**config.mk**
```make
export PLATFORM = sky130hd
export DESIGN_NAME = filt_coef_loader_flat
export DESIGN_NICKNAME = d
export VERILOG_FILES = /design/src/rtl/filt_coef_loader_if.sv /design/src/rtl/filt_coef_loader.sv /design/src/flat_wrapper.sv
export SDC_FILE = /design/constraint.sdc
export NUM_CORES = 1
export LEC_CHECK = 0
export BUFFER_PORTS_ARGS = -buffer_cell sky130_fd_sc_hd__clkbuf_2
export CELL_PAD_IN_SITES_DETAIL_PLACEMENT = 0
export CELL_PAD_IN_SITES_GLOBAL_PLACEMENT = 1
export CORE_ASPECT_RATIO = 0.8
export CORE_MARGIN = 4
export CORE_UTILIZATION = 35
export DETAILED_ROUTE_END_ITERATION = 10
export GPL_TIMING_DRIVEN = 0
export PLACE_DENSITY = 0.58
export SLEW_MARGIN = 25
export SYNTH_ARGS = -nofsm -noshare
export SYNTH_HDL_FRONTEND = slang
export SYNTH_SLANG_ARGS = --single-unit
```
**constraint.sdc**
```tcl
create_clock -name clk -period 24.5 [get_ports clk]
set_input_delay 2.45 -clock clk [delete_from_list [all_inputs] [get_ports clk]]
set_output_delay 2.45 -clock clk [all_outputs]
set_load 0.02 [all_outputs]
```
**src/rtl/filt_coef_loader_if.sv**
```systemverilog
// Read side of the CPU coefficient FIFO, as seen from the filter clock domain.
// The loader is the master: it issues pops and consumes the flag and data.
interface filt_coef_loader_if #(
  parameter int WIDTH = 24,
  parameter int AW    = 3
);
  logic                fifo_rd_empty;
  logic [AW+WIDTH-1:0] fifo_dout;
  logic                fifo_rd_en;

  modport master (
    input  fifo_rd_empty,
    input  fifo_dout,
    output fifo_rd_en
  );

  modport slave (
    output fifo_rd_empty,
    output fifo_dout,
    input  fifo_rd_en
  );
endinterface

```
**src/rtl/filt_coef_loader.sv**
```systemverilog
// Pops {addr, coef} words into a shadow bank and commits the full bank to the
// active bank on a sample boundary, so the filter never sees mixed taps.
//
// state  | meaning
// IDLE   | pop a word if the FIFO has one
// CAPT   | popped word is on fifo_dout; write it to shadow, update mask
// PEND   | all 8 shadow entries written; hold off the FIFO until a strobe
// COMMIT | copy shadow -> active, clear mask, pulse coef_update
module filt_coef_loader #(
  parameter int WIDTH = 24,
  parameter int AW    = 3
) (
  input  logic                    clk,
  input  logic                    rst,
  filt_coef_loader_if.master      fifo,
  input  logic                    sample_strobe,
  input  logic [AW-1:0]           coef_rd_addr,
  output logic [WIDTH-1:0]        coef_rd_data,
  output logic                    coef_valid,
  output logic                    coef_update,
  output logic                    load_busy
);

  localparam int NCOEF = 2**AW;

  typedef enum logic [1:0] {IDLE, CAPT, PEND, COMMIT} state_t;

  state_t             state;
  logic [WIDTH-1:0]   shadow [NCOEF];
  logic [WIDTH-1:0]   active [NCOEF];
  logic [NCOEF-1:0]   mask;
  logic [NCOEF-1:0]   mask_next;
  logic [AW-1:0]      cap_addr;
  logic [WIDTH-1:0]   cap_data;

  assign cap_addr = fifo.fifo_dout[AW+WIDTH-1:WIDTH];
  assign cap_data = fifo.fifo_dout[WIDTH-1:0];

  always_comb begin
    mask_next = mask | (NCOEF'(1) << cap_addr);
  end

  // Pop only from IDLE so the 1-cycle read latency lines up with CAPT.
  assign fifo.fifo_rd_en = (state == IDLE) && !fifo.fifo_rd_empty && !rst;

  always_ff @(posedge clk or posedge rst) begin
    if (rst) begin
      state       <= IDLE;
      mask        <= '0;
      coef_valid  <= 1'b0;
      coef_update <= 1'b0;
      for (int i = 0; i < NCOEF; i++) begin
        shadow[i] <= '0;
        active[i] <= '0;
      end
    end else begin
      coef_update <= 1'b0;
      case (state)
        IDLE: begin
          if (!fifo.fifo_rd_empty) state <= CAPT;
        end
        CAPT: begin
          shadow[cap_addr] <= cap_data;
          mask             <= mask_next;
          state            <= (&mask_next) ? PEND : IDLE;
        end
        PEND: begin
          if (sample_strobe) begin
            state       <= COMMIT;
            coef_update <= 1'b1;
          end
        end
        COMMIT: begin
          for (int i = 0; i < NCOEF; i++) active[i] <= shadow[i];
          mask       <= '0;
          coef_valid <= 1'b1;
          state      <= IDLE;
        end
        default: state <= IDLE;
      endcase
    end
  end

  assign coef_rd_data = active[coef_rd_addr];
  assign load_busy    = (mask != '0) || (state != IDLE);

endmodule

```
**src/flat_wrapper.sv**
```systemverilog
// flat-port wrapper written by rule: the top's interface ports become plain ports
module filt_coef_loader_flat 
#(
  parameter int WIDTH = 24,
  parameter int AW    = 3
)
  (clk, rst, sample_strobe, coef_rd_addr, coef_rd_data, coef_valid, coef_update, load_busy, fifo_fifo_rd_empty, fifo_fifo_dout, fifo_fifo_rd_en);
  filt_coef_loader_if #(.WIDTH(WIDTH), .AW(AW)) fifo_i ();
  input  logic clk;
  input  logic rst;
  input  logic sample_strobe;
  input  logic [AW-1:0] coef_rd_addr;
  output logic [WIDTH-1:0] coef_rd_data;
  output logic coef_valid;
  output logic coef_update;
  output logic load_busy;
  input wire logic [$bits(fifo_i.fifo_rd_empty)-1:0] fifo_fifo_rd_empty;
  input wire logic [$bits(fifo_i.fifo_dout)-1:0] fifo_fifo_dout;
  output wire logic [$bits(fifo_i.fifo_rd_en)-1:0] fifo_fifo_rd_en;
  assign fifo_i.fifo_rd_empty = fifo_fifo_rd_empty;
  assign fifo_i.fifo_dout = fifo_fifo_dout;
  assign fifo_fifo_rd_en = fifo_i.fifo_rd_en;
  filt_coef_loader #(.WIDTH(WIDTH), .AW(AW)) u_core (.clk(clk), .rst(rst), .fifo(fifo_i), .sample_strobe(sample_strobe), .coef_rd_addr(coef_rd_addr), .coef_rd_data(coef_rd_data), .coef_valid(coef_valid), .coef_update(coef_update), .load_busy(load_busy));
endmodule
```
==> out/results.ini <==
[run_status]
status=completed

[clocking]
ctsHoldBuffers=0
cts_tree=built
postCtsSetupBuffers=0
cts_buffers=42
clock_sinks=396
ctsLongestPathBuffers=3
clk_pin_slew_ns=0.06
cts_max_level=2
post_cts_resized=0
cts_root_buf=clkbuf_16
clk_latency_ns=0.54

[route]
num_vias=10230
route.detailed.drc=0
drt_iter0_drc=619
drt_first_pass_iters=6
drt-total-wl_um=44560
ant_nets=0
viasPerCell=4.832
avgRoutedWirePerCell_um=21.05

[place]
dp_hpwl_um=28900
post-place-ws_ns=17.57
dpl_cell_area_um2=17630
gp_congestion=0.7406
io_buffers=58

[logic_synthesis]
ys_ff_latch=396
ys_types=33
syn_nets=1408
yosys_warnings=0
syn_area_um2=16450
netlist_instances=1374
ys_seq_area_share_pct=60.23
synth_area_leaders=dfrtp_1, nand2_1, mux2_2, mux4_2, mux2_4
syn_area_per_cell_um2=11.97
synth_top_area_share_pct=60.23
synth_top_area_cell=dfrtp_1

[setup_path]
critPathMaxStageDelay_ns=0.64
r2r_setup_slack_ns=22.15
crit_chain=clkbuf_1 -> buf_2 -> mux4_2 -> mux2_2 -> clkbuf_2
critPathCaptureType=output port
worstSetupPathType=in -> out
cp-start-kind=input port
critPathMaxFanout=10
required_ns=22.05
worst-endpoint-arrival_ns=4.45
slowest_stage=clkbuf_1

[power]
power_density_nw_per_um2=117.0
leakage_nw=9.279
peakVddDrop_v=0.00005615

[global_routing]
antenna_found_initial=0
grt_max_degree=88
grt-ovfl-total=0
grt_pass1_wl_um=68770
track_usage_pct=17.83
grt_pass1_vias=10873

[sta]
finalMaxSlewViolations=0
final-setup-viol-count=0
slew_headroom_pct=30.74
fin_ws_ns=17.60
rsz0062_at_grt=no
worst_pin_slew_ns=1.039
finClkSkew_ns=0.004023
period_share_pct=28.18
timing.fmax_mhz=144.8
worst_hold_slack_ns=0.4575
period_minus_slack_ns=6.904
timing.setup.tns_ns=0
finalHoldViolations=0

[floorplanning]
die_y_um=201.9
start_util_pct=35.71
core_um2=46070
die-area_um2=50560
die_x_um=250.4
io_pins=62
row_count=70

[final_layout]
nNetsFinal=1514
antenna_cells=0
fin_area_um2=18920
drive_above_1_share_pct=28.57
syn_to_final_growth_pct=14.97

[worst_hold_path]
hold_class=reg -> reg

[job]
maxCapViolCount=0

## per-stage QoR
step	cells	total power, W	utilization [%]
floorplan	1374	0.001463	-
global placement	2044	0.001600	38.00
detailed placement	2048	0.001620	38.26
CTS	2117	0.002241	41.06
global route	2117	0.002356	41.06
finish	2117	0.002213	41.06
## layer usage
layer	wire (µm)	global-route usage, %	vias to the layer above
li1	-	-	4741
met1	22780	27.45	5260
met2	19520	27.09	175
met3	1464	2.303	54
met4	802	3.902	0
met5	0	0	-
## report_power, final
| part | switching (W) | internal, W | leakage [nW] | total [W] |
|---|---|---|---|---|
| clock network | 0.000257 | 0.000354 | 0.633 | 0.000611 |
| registers | 0.000145 | 0.000944 | 5.07 | 0.00109 |
| logic | 0.000242 | 0.000271 | 3.58 | 0.000513 |
| total | 0.000644 | 0.00157 | 9.28 | 0.00221 |
## critical path, delay by kind of cell
family   cells  cell delay (ns)
buf+inv      3             1.30
mux          2             0.67
## registers in the layout (all words and copies together) (netlist names), named ones only
register / cells
u_core.coef_valid: 1
u_core.state: 1
u_core.shadow: 192
u_core.active: 192
u_core.coef_update: 1
u_core.mask: 8
## cell families after synthesis
logic type | share of synthesized area, %
simple gates | 14.70
compound gates | 0.6084
mux | 21.94
buf+inv | 2.517
flops | 60.23
## Yosys cell counts (all sizes together)
library cell	count
a21o	2
a21oi	4
a22oi	1
a31oi	4
and2	2
buf	45
clkbuf	33
dfrtp	396
inv	2
mux2	217
mux2i	1
mux4	48
nand2	584
nand2b	3
nand3	1
nand4	1
nor2	13
nor2b	4
nor3	3
nor3b	2
nor4	3
o2111ai	1
o21ai	3
o32ai	1
## cells in the final DEF, fill, tap and decap left out, drive strengths merged
cell / netlist / routed
nor2: 13 / 13
inv: 2 / 3
and2: 2 / 2
o21ai: 3 / 3
clkinv: 0 / 1
a31oi: 4 / 4
mux4: 48 / 48
mux2i: 1 / 1
o2111ai: 1 / 1
nor2b: 4 / 4
nor3: 3 / 3
clkbuf: 33 / 158
nand4: 1 / 1
a21o: 2 / 2
a21oi: 4 / 4
a22oi: 1 / 1
dfrtp: 396 / 396
mux2: 217 / 217
nor3b: 2 / 2
nand2: 584 / 584
nand3: 1 / 1
nand2b: 3 / 3
buf: 45 / 49
nor4: 3 / 3
o32ai: 1 / 1
## layout make-up
type	instances	area, µm²
Buffer	78	406.6
Clock buffer	67	1276
Clock inverter	2	13.76
Fill cell	4495	27150
Inverter	2	15.01
Multi-Input combinational cell	898	6128
Sequential cell	396	9910
Tap cell	612	765.7
Timing Repair Buffer	62	400.4
## path summary, 6_finish.rpt
check,start,to,cells after the start
min reg2reg,u_core.shadow[126],u_core.active[126],2
max,coef_rd_addr[1],coef_rd_data[18],5
min,u_core.shadow[126],u_core.active[126],2
max reg2reg,flop,u_core.active[171],6
max in group asynchronous,rst,u_core.shadow[79],5
min in group asynchronous,rst,u_core.mask[3],2
No activity file was read; power rests on OpenSTA's default activity.
